### config.mk
export PLATFORM = sky130hd
export DESIGN_NAME = rat_alu_seq
export DESIGN_NICKNAME = d
export VERILOG_FILES = /design/src/rtl/rat_alu_pkg.sv /design/src/rtl/rat_mul_iter.sv /design/src/rtl/rat_alu_seq.sv
export SDC_FILE = /design/constraint.sdc
export NUM_CORES = 1
export LEC_CHECK = 0
export CAP_MARGIN = 40
export CORE_ASPECT_RATIO = 1.75
export CORE_MARGIN = 2
export CORE_UTILIZATION = 45
export DETAILED_ROUTE_END_ITERATION = 10
export PLACE_DENSITY = 0.76
export SETUP_SLACK_MARGIN = 0.1
export SLEW_MARGIN = 20
export SYNTH_ARGS = -nofsm -noshare
export SYNTH_HDL_FRONTEND = slang
export SYNTH_SLANG_ARGS = --single-unit
### constraint.sdc
create_clock -name CLK -period 8.9 [get_ports CLK]
set_input_delay 2.225 -clock CLK [delete_from_list [all_inputs] [get_ports CLK]]
set_output_delay 2.225 -clock CLK [all_outputs]
set_load 0.02 [all_outputs]
### src/rtl/rat_alu_pkg.sv
// Shared opcode and FSM types for the registered RAT ALU.
package rat_alu_pkg;

    typedef enum logic [4:0] {
        OP_ADD  = 5'd0,
        OP_ADDC = 5'd1,
        OP_SUB  = 5'd2,
        OP_SUBC = 5'd3,
        OP_CMP  = 5'd4,
        OP_AND  = 5'd5,
        OP_OR   = 5'd6,
        OP_EXOR = 5'd7,
        OP_TEST = 5'd8,
        OP_LSL  = 5'd9,
        OP_LSR  = 5'd10,
        OP_ROL  = 5'd11,
        OP_ROR  = 5'd12,
        OP_ASR  = 5'd13,
        OP_MOV  = 5'd14,
        OP_NOP  = 5'd15,
        OP_MUL  = 5'd16
    } alu_op_t;

    typedef enum logic {
        IDLE = 1'b0,
        MUL  = 1'b1
    } alu_state_t;

    localparam logic [4:0] MUL_OPCODE = OP_MUL;

endpackage

### src/rtl/rat_mul_iter.sv
// Iterative unsigned shift-add multiplier, one partial product per cycle.
module rat_mul_iter #(
    parameter int WIDTH = 8
) (
    input  logic                 CLK,
    input  logic                 RST_N,
    input  logic                 start,
    input  logic [WIDTH-1:0]     a,
    input  logic [WIDTH-1:0]     b,
    output logic                 busy,
    output logic                 done,
    output logic [2*WIDTH-1:0]   product
);
    localparam int CW = $clog2(WIDTH);

    logic [2*WIDTH-1:0] mcand_q, acc_q, acc_d;
    logic [WIDTH-1:0]   mplier_q;
    logic [CW-1:0]      cnt_q;

    // product is the accumulator including the step taken at this edge,
    // so the owner can register it on the same edge that done is high
    assign acc_d   = acc_q + (mplier_q[0] ? mcand_q : '0);
    assign done    = busy && (cnt_q == CW'(WIDTH - 1));
    assign product = acc_d;

    always_ff @(posedge CLK) begin
        if (!RST_N) begin
            busy     <= 1'b0;
            cnt_q    <= '0;
            acc_q    <= '0;
            mcand_q  <= '0;
            mplier_q <= '0;
        end else if (start && !busy) begin
            busy     <= 1'b1;
            cnt_q    <= '0;
            acc_q    <= '0;
            mcand_q  <= {{WIDTH{1'b0}}, a};
            mplier_q <= b;
        end else if (busy) begin
            acc_q    <= acc_d;
            mcand_q  <= mcand_q << 1;
            mplier_q <= mplier_q >> 1;
            cnt_q    <= cnt_q + CW'(1);
            if (done) busy <= 1'b0;
        end
    end

endmodule

### src/rtl/rat_alu_seq.sv
// Registered RAT ALU: single-cycle ops, optional iterative MUL, C/Z flags with interrupt shadow.
module rat_alu_seq
    import rat_alu_pkg::*;
#(
    parameter int WIDTH  = 8,
    parameter bit MUL_EN = 1'b1
) (
    input  logic             CLK,
    input  logic             RST_N,
    input  logic             START,
    input  logic [4:0]       SEL,
    input  logic [WIDTH-1:0] A,
    input  logic [WIDTH-1:0] B,
    input  logic             FLG_LD,
    input  logic             FLG_SAVE,
    input  logic             FLG_RESTORE,
    output logic [WIDTH-1:0] RESULT,
    output logic [WIDTH-1:0] RESULT_HI,
    output logic             VALID,
    output logic             BUSY,
    output logic             C,
    output logic             Z
);
    alu_state_t         state_q, state_d;
    logic [WIDTH:0]     alu_res;
    logic               alu_wr;
    logic               is_mul, fire_single, mul_fin;
    logic               ld_q, sc_q, sz_q;
    logic               mul_busy, mul_done;
    logic [2*WIDTH-1:0] mul_prod;

    assign is_mul = MUL_EN && (SEL == MUL_OPCODE);
    assign BUSY   = (state_q == MUL);

    // alu_res[WIDTH] is the carry/borrow; alu_wr is low for ops that never touch flags
    always_comb begin
        alu_res = '0;
        alu_wr  = 1'b1;
        case (SEL)
            OP_ADD:          alu_res = {1'b0, A} + {1'b0, B};
            OP_ADDC:         alu_res = {1'b0, A} + {1'b0, B} + {{WIDTH{1'b0}}, C};
            OP_SUB, OP_CMP:  alu_res = {1'b0, A} - {1'b0, B};
            OP_SUBC:         alu_res = {1'b0, A} - {1'b0, B} - {{WIDTH{1'b0}}, C};
            OP_AND, OP_TEST: alu_res = {1'b0, A & B};
            OP_OR:           alu_res = {1'b0, A | B};
            OP_EXOR:         alu_res = {1'b0, A ^ B};
            OP_LSL:          alu_res = {A, C};
            OP_LSR:          alu_res = {A[0], C, A[WIDTH-1:1]};
            OP_ROL:          alu_res = {A, A[WIDTH-1]};
            OP_ROR:          alu_res = {A[0], A[0], A[WIDTH-1:1]};
            OP_ASR:          alu_res = {A[0], A[WIDTH-1], A[WIDTH-1:1]};
            OP_MOV: begin
                alu_res = {1'b0, B};
                alu_wr  = 1'b0;
            end
            default:         alu_wr  = 1'b0;
        endcase
    end

    generate
        if (MUL_EN) begin : g_mul
            rat_mul_iter #(.WIDTH(WIDTH)) u_mul (
                .CLK     (CLK),
                .RST_N   (RST_N),
                .start   (START && (state_q == IDLE) && is_mul),
                .a       (A),
                .b       (B),
                .busy    (mul_busy),
                .done    (mul_done),
                .product (mul_prod)
            );
        end else begin : g_nomul
            assign mul_busy = 1'b0;
            assign mul_done = 1'b0;
            assign mul_prod = '0;
        end
    endgenerate

    always_comb begin
        state_d     = state_q;
        fire_single = 1'b0;
        mul_fin     = 1'b0;
        case (state_q)
            IDLE: if (START) begin
                if (is_mul) state_d = MUL;
                else        fire_single = 1'b1;
            end
            MUL: if (mul_done || !mul_busy) begin
                state_d = IDLE;
                mul_fin = mul_done;
            end
        endcase
    end

    always_ff @(posedge CLK) begin
        if (!RST_N) begin
            state_q   <= IDLE;
            RESULT    <= '0;
            RESULT_HI <= '0;
            VALID     <= 1'b0;
            ld_q      <= 1'b0;
            C         <= 1'b0;
            Z         <= 1'b0;
            sc_q      <= 1'b0;
            sz_q      <= 1'b0;
        end else begin
            state_q <= state_d;
            VALID   <= fire_single || mul_fin;
            if (fire_single) begin
                RESULT    <= alu_res[WIDTH-1:0];
                RESULT_HI <= '0;
            end else if (mul_fin) begin
                RESULT    <= mul_prod[WIDTH-1:0];
                RESULT_HI <= mul_prod[2*WIDTH-1:WIDTH];
            end
            if (state_q == IDLE && START && is_mul) ld_q <= FLG_LD;
            // restore wins; save below always sees the pre-update flags
            if (FLG_RESTORE) begin
                C <= sc_q;
                Z <= sz_q;
            end else if (fire_single && FLG_LD && alu_wr) begin
                C <= alu_res[WIDTH];
                Z <= (alu_res[WIDTH-1:0] == '0);
            end else if (mul_fin && ld_q) begin
                C <= |mul_prod[2*WIDTH-1:WIDTH];
                Z <= (mul_prod == '0);
            end
            if (FLG_SAVE) begin
                sc_q <= C;
                sz_q <= Z;
            end
        end
    end

endmodule

# ---- Word level (Yosys, flattened, before mapping)
# Index checks and enable logic that the tools add are counted.
dict set report op_classes {
  addsub 6
  mul 0
  n_div 0
  n_lt_le_gt_ge 0
  n_eq_ne 16
  shift 0
  muxes 27
  n_bitwise 5
  n_reduce_logical 22
}
# operator count
set op_table {}
lappend op_table {{case mux 9 bit (13 select lines)} 1}
lappend op_table {{2-to-1 mux 8 bit} 6}
lappend op_table {{== test 5 x 4 -> 1 bit (second input constant)} 7}
lappend op_table {{== test 5 x 3 -> 1 bit (second input constant)} 4}
lappend op_table {{2-to-1 mux 1 bit} 18}
lappend op_table {{adder 16 bit} 1}
lappend op_table {{logical NOT 16 bit} 1}
lappend op_table {{2-to-1 mux 16 bit} 1}
lappend op_table {{OR reduction 14 bit} 1}
lappend op_table {{== test 5 x 2 -> 1 bit (second input constant)} 2}
lappend op_table {{adder 8 x 8 -> 9 bit} 1}
lappend op_table {{adder 9 x 1 -> 9 bit} 1}
lappend op_table {{subtractor 8 x 8 -> 9 bit} 1}
lappend op_table {{subtractor 9 x 1 -> 9 bit} 1}
lappend op_table {{AND 8 bit} 1}
lappend op_table {{logical NOT 8 bit} 1}
lappend op_table {{bitwise OR 8 bit} 1}
lappend op_table {{OR reduction 2 bit} 4}
lappend op_table {{OR reduction 8 bit} 1}
lappend op_table {{bitwise XOR 8 bit} 1}
lappend op_table {{logical AND 1 bit} 7}
lappend op_table {{== test 5 x 1 -> 1 bit (second input constant)} 1}
lappend op_table {{== test 5 bit (second input constant)} 1}
lappend op_table {{logical NOT 5 bit} 1}
lappend op_table {{other kinds (8)} 11}
dict set report word_totals {
  register_bits 67
  latch_bits 0
  ram_bits 0
  rom_bits 0
  inputBits 27
  output_inout_bits 20
  elab_cells 91
  memories 0
}

# ---- Depth between registers and ports, before layout
# Gate-level depths: netlist (run 1).
dict set report depth {
  word_depth 9
  depth_mapped 14
  depth_no_buf 13
}

# ---- Cells and area by module
# Synthesis (run 1) repeated with hierarchy kept, for this count alone.
dict set report hier_totals {
  hier_cells 776
  hier_area_um2 6053.3
}
# module instances cells_each area_each_um2 seq_area_each_um2
set modules_own_cells {}
lappend modules_own_cells {rat_alu_seq 1 429 3215.6 460.4}
lappend modules_own_cells {rat_mul_iter 1 347 2837.7 880.8}

# ---- Worst setup path before layout (run 1)
# OpenSTA, ideal clock, no wires.
dict set report synth_path {
  kind {input to register}
  from {input A[0]}
  to {register Z}
  setup_time_ns 0.058
  arrival_time_ns 4.841
  t_required_ns 8.842
  path_slack_ns 4.001
  path_stages 11
  n_path_buf 0
  path_cell_list {inv_1 -> ha_1 -> fa_1 -> or2_4 -> a21o_1 -> xor2_2 -> a221o_1 -> a221o_1 -> or4_1 -> nor4_1 -> a211o_1}
}
dict set report synth_via {
  elab_chain_len 6
  word_cells_on_any_way 11
  classes_between {add/sub (4); mux (3); bitwise (3); reduce/logical (1)}
}
# element line
set synth_lines {}
lappend synth_lines {{start: declaration} rat_alu_seq.sv:12} ;# input logic [WIDTH-1:0] A,
lappend synth_lines {{subtractor 8 x 8 -> 9 bit / adder 8 x 8 -> 9 bit (equally long branches)} n/a}
lappend synth_lines {{subtractor 9 x 1 -> 9 bit / adder 9 x 1 -> 9 bit (equally long branches)} {rat_alu_seq.sv:43, rat_alu_seq.sv:41}}
lappend synth_lines {{case mux 9 bit (13 select lines) (*)} rat_alu_seq.sv:39} ;# case (SEL)
lappend synth_lines {{logical NOT 8 bit (*)} rat_alu_seq.sv:123} ;# Z <= (alu_res[WIDTH-1:0] == '0);
lappend synth_lines {{2-to-1 mux 1 bit (*)} rat_alu_seq.sv:121} ;# end else if (fire_single && FLG_LD && alu_wr) begin
lappend synth_lines {{2-to-1 mux 1 bit (*)} rat_alu_seq.sv:118} ;# if (FLG_RESTORE) begin
lappend synth_lines {{end signal: assignment} rat_alu_seq.sv:120} ;# Z <= sz_q;
lappend synth_lines {{end signal: assignment} rat_alu_seq.sv:123}
lappend synth_lines {{end signal: assignment} rat_alu_seq.sv:126} ;# Z <= (mul_prod == '0);
lappend synth_lines {{end: declaration} rat_alu_seq.sv:22} ;# output logic Z
# Mark *: on every way between the ends. The rest lies on a longest branch, timed or not.
# A chain may end at the register's enable or synchronous reset.

# ---- Worst setup path in the final report (run 1)
# Same ends and word-level chain as after synthesis.

==> run_results.csv, run 1 <==
group,metric,value,unit
yosys,syn_nets,734,
detailed_routing,m1WireLength,5810,um
detailed_routing,drt-initial-drc-count,297,
detailed_routing,postRouteAntennaNets,0,
floorplan,dieWidth,86.3,um
floorplan,rows,52,
grt,grt_max_degree,41,
grt,grt_pass1_wl,25700,um
placed_design,dp_hpwl,12900,um
yosys,synth_edf_count,0,
yosys,syn_avg_cell_area,8.08,sq um
timing,period_share,65.0,%
yosys,netlist_instances,659,
timing,worst_slew_pin_slew,0.769,ns
yosys,yosysWarnings,0,
yosys,ys_types,67,
yosys,syn_area,5330,sq um
yosys,synthFlopType,"dfxtp_1",
timing,timing.slew.headroom,48.3,%
layout,layout.cells.non_filler,835,
hold_path,hp-class,"reg2reg",
cts,h-tree-depth,3,
cts,cts_sinks,67,
yosys,async_flop_share,0,%
cts,clockBufferDepth,2,
timing,setup_viol,0,
worst_setup_path,start_kind,"input port",
run_status,status,"finished, final reports clean",
detailed_routing,routed-wl-met2,8790,um
layout,final_layout_size_suffix_gt1_share,6.29,%
worst_setup_path,worstPathRequired,9.19,ns
worst_setup_path,critPathArrivalTime,6.07,ns
cts,post_cts_buffers,0,
layout,antenna_cells,0,
grt,grt-ovfl-total,0,
floorplan,core_area,11600,sq um
power,ir_drop,0.0803,mV
placed_design,place_congestion,0.977,
cts,cts_resized,0,
worst_setup_path,end_kind,"flip-flop",
worst_setup_path,path_max_fanout,5,
cts,cts_hold_buf,0,
timing,fmax,0.173,GHz
cts,clk_pin_slew_worst_paths,0.05,ns
timing,slew_violations,0,
timing,hold_violations,0,
layout,areaGrowthSynthToFinish,16.6,%
detailed_routing,num_vias,5144,
detailed_routing,wl_per_cell,19.6,um
detailed_routing,wl_met3,704,um
timing,setup_tns,0,ns
yosys,seq_area_frac_synth,25.2,%
cts,cts_tree,"done",
detailed_routing,routed_wl,16400,um
timing,holdWs,0.453,ns
floorplan,dieArea,12800,sq um
detailed_routing,routed.top_layer,"met4",
detailed_routing,viasPerCell,6.16,
detailed_routing,drt_first_pass_iters,6,
timing,period_needed,5.78,ns
placed_design,dp_cells,819,
placed_design,io_buffers,46,
cts,clk-insertion-delay-late,0.34,ns
grt,grt_pass1_vias,5223,
floorplan,start_util,46.0,%
floorplan,die_y,148,um
layout,fin_nets,770,
power,p_leak,2.51,nW
yosys,ys_seq_elements,67,
worst_setup_path,path_class,"in2reg",
detailed_routing,drc,0,
job,cap_violations,0,
floorplan,io_pins,47,
cts,numCtsBuffers,9,
grt,antenna_found_initial,0,
grt,grt_usage,25.8,%
timing,clock_skew,0.00666,ns
power,power.density,138,nW/um^2
timing,grt_setup_unrepaired,"false",
layout,final_util,53.6,%
cts,cts_root_buffer,"clkbuf_16",
[critical path, cell delays in order]
cell,delay [ns]
clkdlybuf4s50_1,0.59
inv_1,0.13
ha_1,0.25
fa_1,0.42
or2_4,0.27
a2111oi_2,0.35
a211oi_2,0.13
a2111oi_0,0.68
o31ai_1,0.16
a221oi_1,0.36
inv_1,0.08
nor4_1,0.27
a211o_1,0.14
[sequential cells by signal, indices dropped and copies added (netlist names)]
name and flops:
g_mul.u_mul.acc_q 16, RESULT_HI 8, sc_q 1, sz_q 1, g_mul.u_mul.mplier_q 8, RESULT 8
Z 1, VALID 1, BUSY 1, g_mul.u_mul.mcand_q 16, g_mul.u_mul.cnt_q 3, C 1
g_mul.u_mul.busy 1, ld_q 1
[metrics by stage]
| stage | area (sq um) | setup slack [ns] | power, mW |
|---|---|---|---|
| floorplan | 5330 | 4.00 | 0.426 |
| global placement | 5890 | 2.87 | 0.482 |
| detailed placement | 5890 | 2.83 | 0.483 |
| CTS | 6210 | 3.16 | 0.860 |
| global route | 6210 | 2.88 | 0.885 |
| finish | 6210 | 3.12 | 0.859 |
[cell usage in the layout, fill, tap and decap left out, drive strengths merged, types with 13 or more instances in the layout]
master / n
xnor2: 23
mux2i: 26
a21oi: 39
ha: 45
and2: 22
clkdlybuf4s50: 46
o21ai: 24
a22oi: 14
nand2: 66
nor2: 67
inv: 35
a211oi: 13
dfxtp: 67
[Yosys cell counts (5+ instances only)]
cell type | count | share of area [%]
nor3_1 | 9 | 0.85
a21boi_0 | 5 | 0.70
ha_1 | 45 | 11
nor4_1 | 5 | 0.59
o21a_1 | 5 | 0.70
mux2i_1 | 26 | 4.9
xnor2_1 | 23 | 3.8
o21ai_0 | 22 | 2.1
inv_1 | 35 | 2.5
a21o_1 | 5 | 0.70
nand2_1 | 66 | 4.7
a221o_1 | 6 | 1.1
nand3_1 | 8 | 0.75
nand3b_1 | 8 | 1.1
nor2_1 | 67 | 4.7
nand2b_1 | 6 | 0.70
a221oi_1 | 5 | 0.82
or3_1 | 6 | 0.70
o211ai_1 | 12 | 1.7
and3_1 | 6 | 0.70
a21oi_1 | 37 | 3.5
dfxtp_1 | 67 | 25
o211a_1 | 10 | 1.9
a22o_1 | 6 | 0.99
and2_1 | 22 | 2.6
buf_2 | 6 | 0.56
xor2_1 | 11 | 1.8
o2111ai_1 | 6 | 0.99
a22oi_1 | 14 | 2.0
a211oi_1 | 11 | 1.6
nor2b_1 | 11 | 1.3
clkbuf_1 | 20 | 1.4
[cell type report]
| class | count | area [sq um] |
|---|---|---|
| fill | 1093 | 5370 |
| multi-input combinational | 527 | 3720 |
| sequential | 67 | 1340 |
| timing repair buffer | 55 | 526 |
| clock buffer | 9 | 225 |
| tap | 135 | 169 |
| inverter | 35 | 131 |
| clock inverter | 7 | 92.6 |
[kinds of logic (layout without fill, tap and decap cells)]
kind of cell    count (synthesis)  in the layout  synth area share, %
simple gates                  237            237                 22.2
compound gates                181            181                 25.2
flops                          67             67                 25.2
buf+inv                        65            106                 4.93
fa+ha+maj                      48             48                 11.7
xor+xnor                       35             35                 5.89
mux                            26             26                 4.88
[metal layers]
metal  track usage [%]  vias up
li1                  -     2465
met1              24.9     2416
met2              48.4      189
met3              4.08       74
met4              17.3        0
met5                 0        -
[report_power, final]
part / switching [mW] / internal [mW]
logic: 0.102 / 0.0674
registers: 0.00407 / 0.305
clock network: 0.136 / 0.244
total: 0.242 / 0.616
[path summary, 6_finish.rpt]
check	start	endpoint	slack (ns)	cells after the start
worst min-delay path	RESULT_HI[7]	RESULT_HI[7]	0.45	2
worst max register to register	g_mul.u_mul.mplier_q[0]	C	5.18	13
worst max-delay path	A[0]	Z	3.12	13
worst min register to register	RESULT_HI[7]	RESULT_HI[7]	0.45	2
(Power assumes the default switching activity.)
==> run 2: changes to the inputs <==
clock period = 5.5 ns   (was 8.9 ns; I/O delays follow)
==> run 2 against run 1 <==
Net effect:
- largest cell class unchanged
- first-iteration DRC count is 39% higher
- clock power is 57% higher
- combinational power is 65% higher
- routed wire length is 2.4% higher
- hold slack better by 0.0047 ns
- global-route usage is 1.2 points higher
- sequential power is 62% higher
- register-to-register slack worse by 3.4 ns
- total power is 60% higher
- sequential share of layout area hardly changed
- critical path type unchanged
- worst setup slack worse by 2.5 ns
- critical path depth stayed put
==> run_results.csv, run 2 (synthesis results as in run 1) <==
group,metric,value,unit
timing,slew_violations,0,
detailed_routing,routed_wl,16800,um
timing,setup_ws,0.576,ns
floorplan,io_pins,47,
grt,antenna_found_initial,0,
cts,post_cts_buffers,0,
worst_setup_path,crit_chain,"clkdlybuf4s50_1 -> inv_1 -> ha_1 -> fa_1 -> or2_4 -> a2111oi_2 -> a211oi_2 -> a2111oi_0 -> o31ai_1 -> a221oi_1 -> inv_1 -> nor4_1 -> a211o_1",
layout,mostFrequentLayoutCell,"nor2_1",
timing,period_needed,4.92,ns
timing,clock_skew,0.00435,ns
worst_setup_path,start_kind,"input port",
cts,h-tree-depth,3,
hold_path,min-delay-start,"RESULT_HI[4]",
power,power.density,221,nW/um^2
job,cap_violations,0,
hold_path,hp-class,"reg2reg",
layout,areaGrowthSynthToFinish,16.7,%
detailed_routing,drt_first_pass_iters,7,
timing,setup_viol,0,
layout,largestRegisters,"g_mul.u_mul.acc_q x16, g_mul.u_mul.mcand_q x16",
grt,grt_max_degree,41,
cts,cts_resized,0,
worst_setup_path,path_class,"in2reg",
timing,timing.slew.headroom,49.1,%
cts,cts_tree,"done",
cts,cts_root_buffer,"clkbuf_16",
run_status,status,"finished, final reports clean",
floorplan,core_area,11600,sq um
worst_setup_path,critPathArrivalTime,5.20,ns
detailed_routing,wl_per_cell,20.1,um
floorplan,dieArea,12800,sq um
detailed_routing,postRouteAntennaNets,0,
hold_path,whs_path_depth,2,
power,seq_power_share,36.4,%
power,p_leak,2.53,nW
floorplan,die_y,148,um
floorplan,dieWidth,86.3,um
worst_setup_path,end_kind,"flip-flop",
detailed_routing,viasPerCell,6.33,
placed_design,place_congestion,1.07,
power,switching_share,28.1,%
layout,antenna_cells,0,
worst_setup_path,reg2reg_depth,13,
floorplan,rows,52,
placed_design,io_buffers,46,
worst_setup_path,worst_path_max_delay_cell,"clkdlybuf4s50_1",
worst_setup_path,r2r_end,"Z",
hold_path,worstHoldEndpoint,"RESULT_HI[4]",
floorplan,start_util,46.0,%
power,combPwrFrac,20.4,%
timing,hold_violations,0,
detailed_routing,drc,0,
layout,fin_nets,771,
cts,clk_pin_slew_worst_paths,0.05,ns
cts,clockBufferDepth,2,
detailed_routing,num_vias,5291,
detailed_routing,drt-initial-drc-count,413,
placed_design,pre_cts_ws,0.335,ns
worst_setup_path,cp_slowest_stage_delay,0.61,ns
worst_setup_path,cp_common_cell,"inv_1",
timing,period_share,89.5,%
layout,final_cell_mix,"nor2_1 (67), dfxtp_1 (66), nand2_1 (66)",
worst_setup_path,r2r-start,"g_mul.u_mul.mplier_q[0]",
worst_setup_path,path_max_fanout,5,
cts,cts_sinks,67,
timing,fmax,0.203,GHz
power,pwr-share-clk,43.2,%
worst_setup_path,r2r_slack,1.75,ns
power,power.total,1.38,mW
cts,clk-insertion-delay-late,0.34,ns
timing,setup_tns,0,ns
grt,grt_usage,27.0,%
cts,numCtsBuffers,9,
grt,grt-ovfl-total,0,
power,ir_drop,0.125,mV
grt,grt_pass1_wl,26800,um
power,intPower,0.990,mW
timing,grt_setup_unrepaired,"false",
placed_design,dp_hpwl,13000,um
power,netSwitchingPower,0.387,mW
layout,final_layout_size_suffix_gt1_share,6.56,%
cts,cts_hold_buf,0,
worst_setup_path,worstPathRequired,5.78,ns
timing,worst_slew_pin_slew,0.763,ns
layout,final_util,53.7,%
grt,grt_pass1_vias,5255,
## run 2: worst max path at each step
stage / to / from / slack [ns]
finish: Z / A[0] / 0.58
global route: Z / A[0] / 0.43
CTS: Z / A[0] / 0.67
detailed placement: Z / A[0] / 0.33
global placement: Z / A[0] / 0.40
floorplan: Z / A[0] / 1.45
## run 2: critical path, delay by kind of cell
kind	cells	cell delay, ns
compound gates	6	1.77
fa+ha+maj	2	0.68
simple gates	2	0.54
buf+inv	3	0.83
## run 2: power by group through the flow
stage                     logic, mW  clock network (mW)  registers (mW)
after floorplan               0.174                   0           0.515
final                         0.280               0.595           0.501
after global placement        0.271                   0           0.511
after detailed placement      0.273                   0           0.512
after global routing          0.301               0.622           0.502
after CTS                     0.275               0.602           0.501
## run 2: layer usage
metal / up-vias / share of wire (%) / routed length (um) / GRT usage, %
li1: 2462 / - / - / -
met1: 2495 / 35 / 5940 / 28.1
met2: 251 / 52 / 8710 / 48.3
met3: 83 / 5.2 / 865 / 3.63
met4: 0 / 7.5 / 1250 / 19.2
met5: - / 0 / 0 / 0
## run 2: metrics by stage
step | cells | area, sq um | hold WS (ns)
after floorplan | 659 | 5330 | 0.454
after global placement | 818 | 5890 | 0.446
after detailed placement | 820 | 5900 | 0.449
after CTS | 836 | 6220 | 0.457
after global routing | 836 | 6220 | 0.473
final | 836 | 6220 | 0.457
## run 2: final cells by class
class	count	area (sq um)
Multi-Input combinational cell	527	3730
Fill cell	1097	5360
Clock buffer	12	267
Clock inverter	4	47.5
Sequential cell	67	1340
Timing Repair Buffer	56	531
Inverter	35	131
Tap cell	135	169
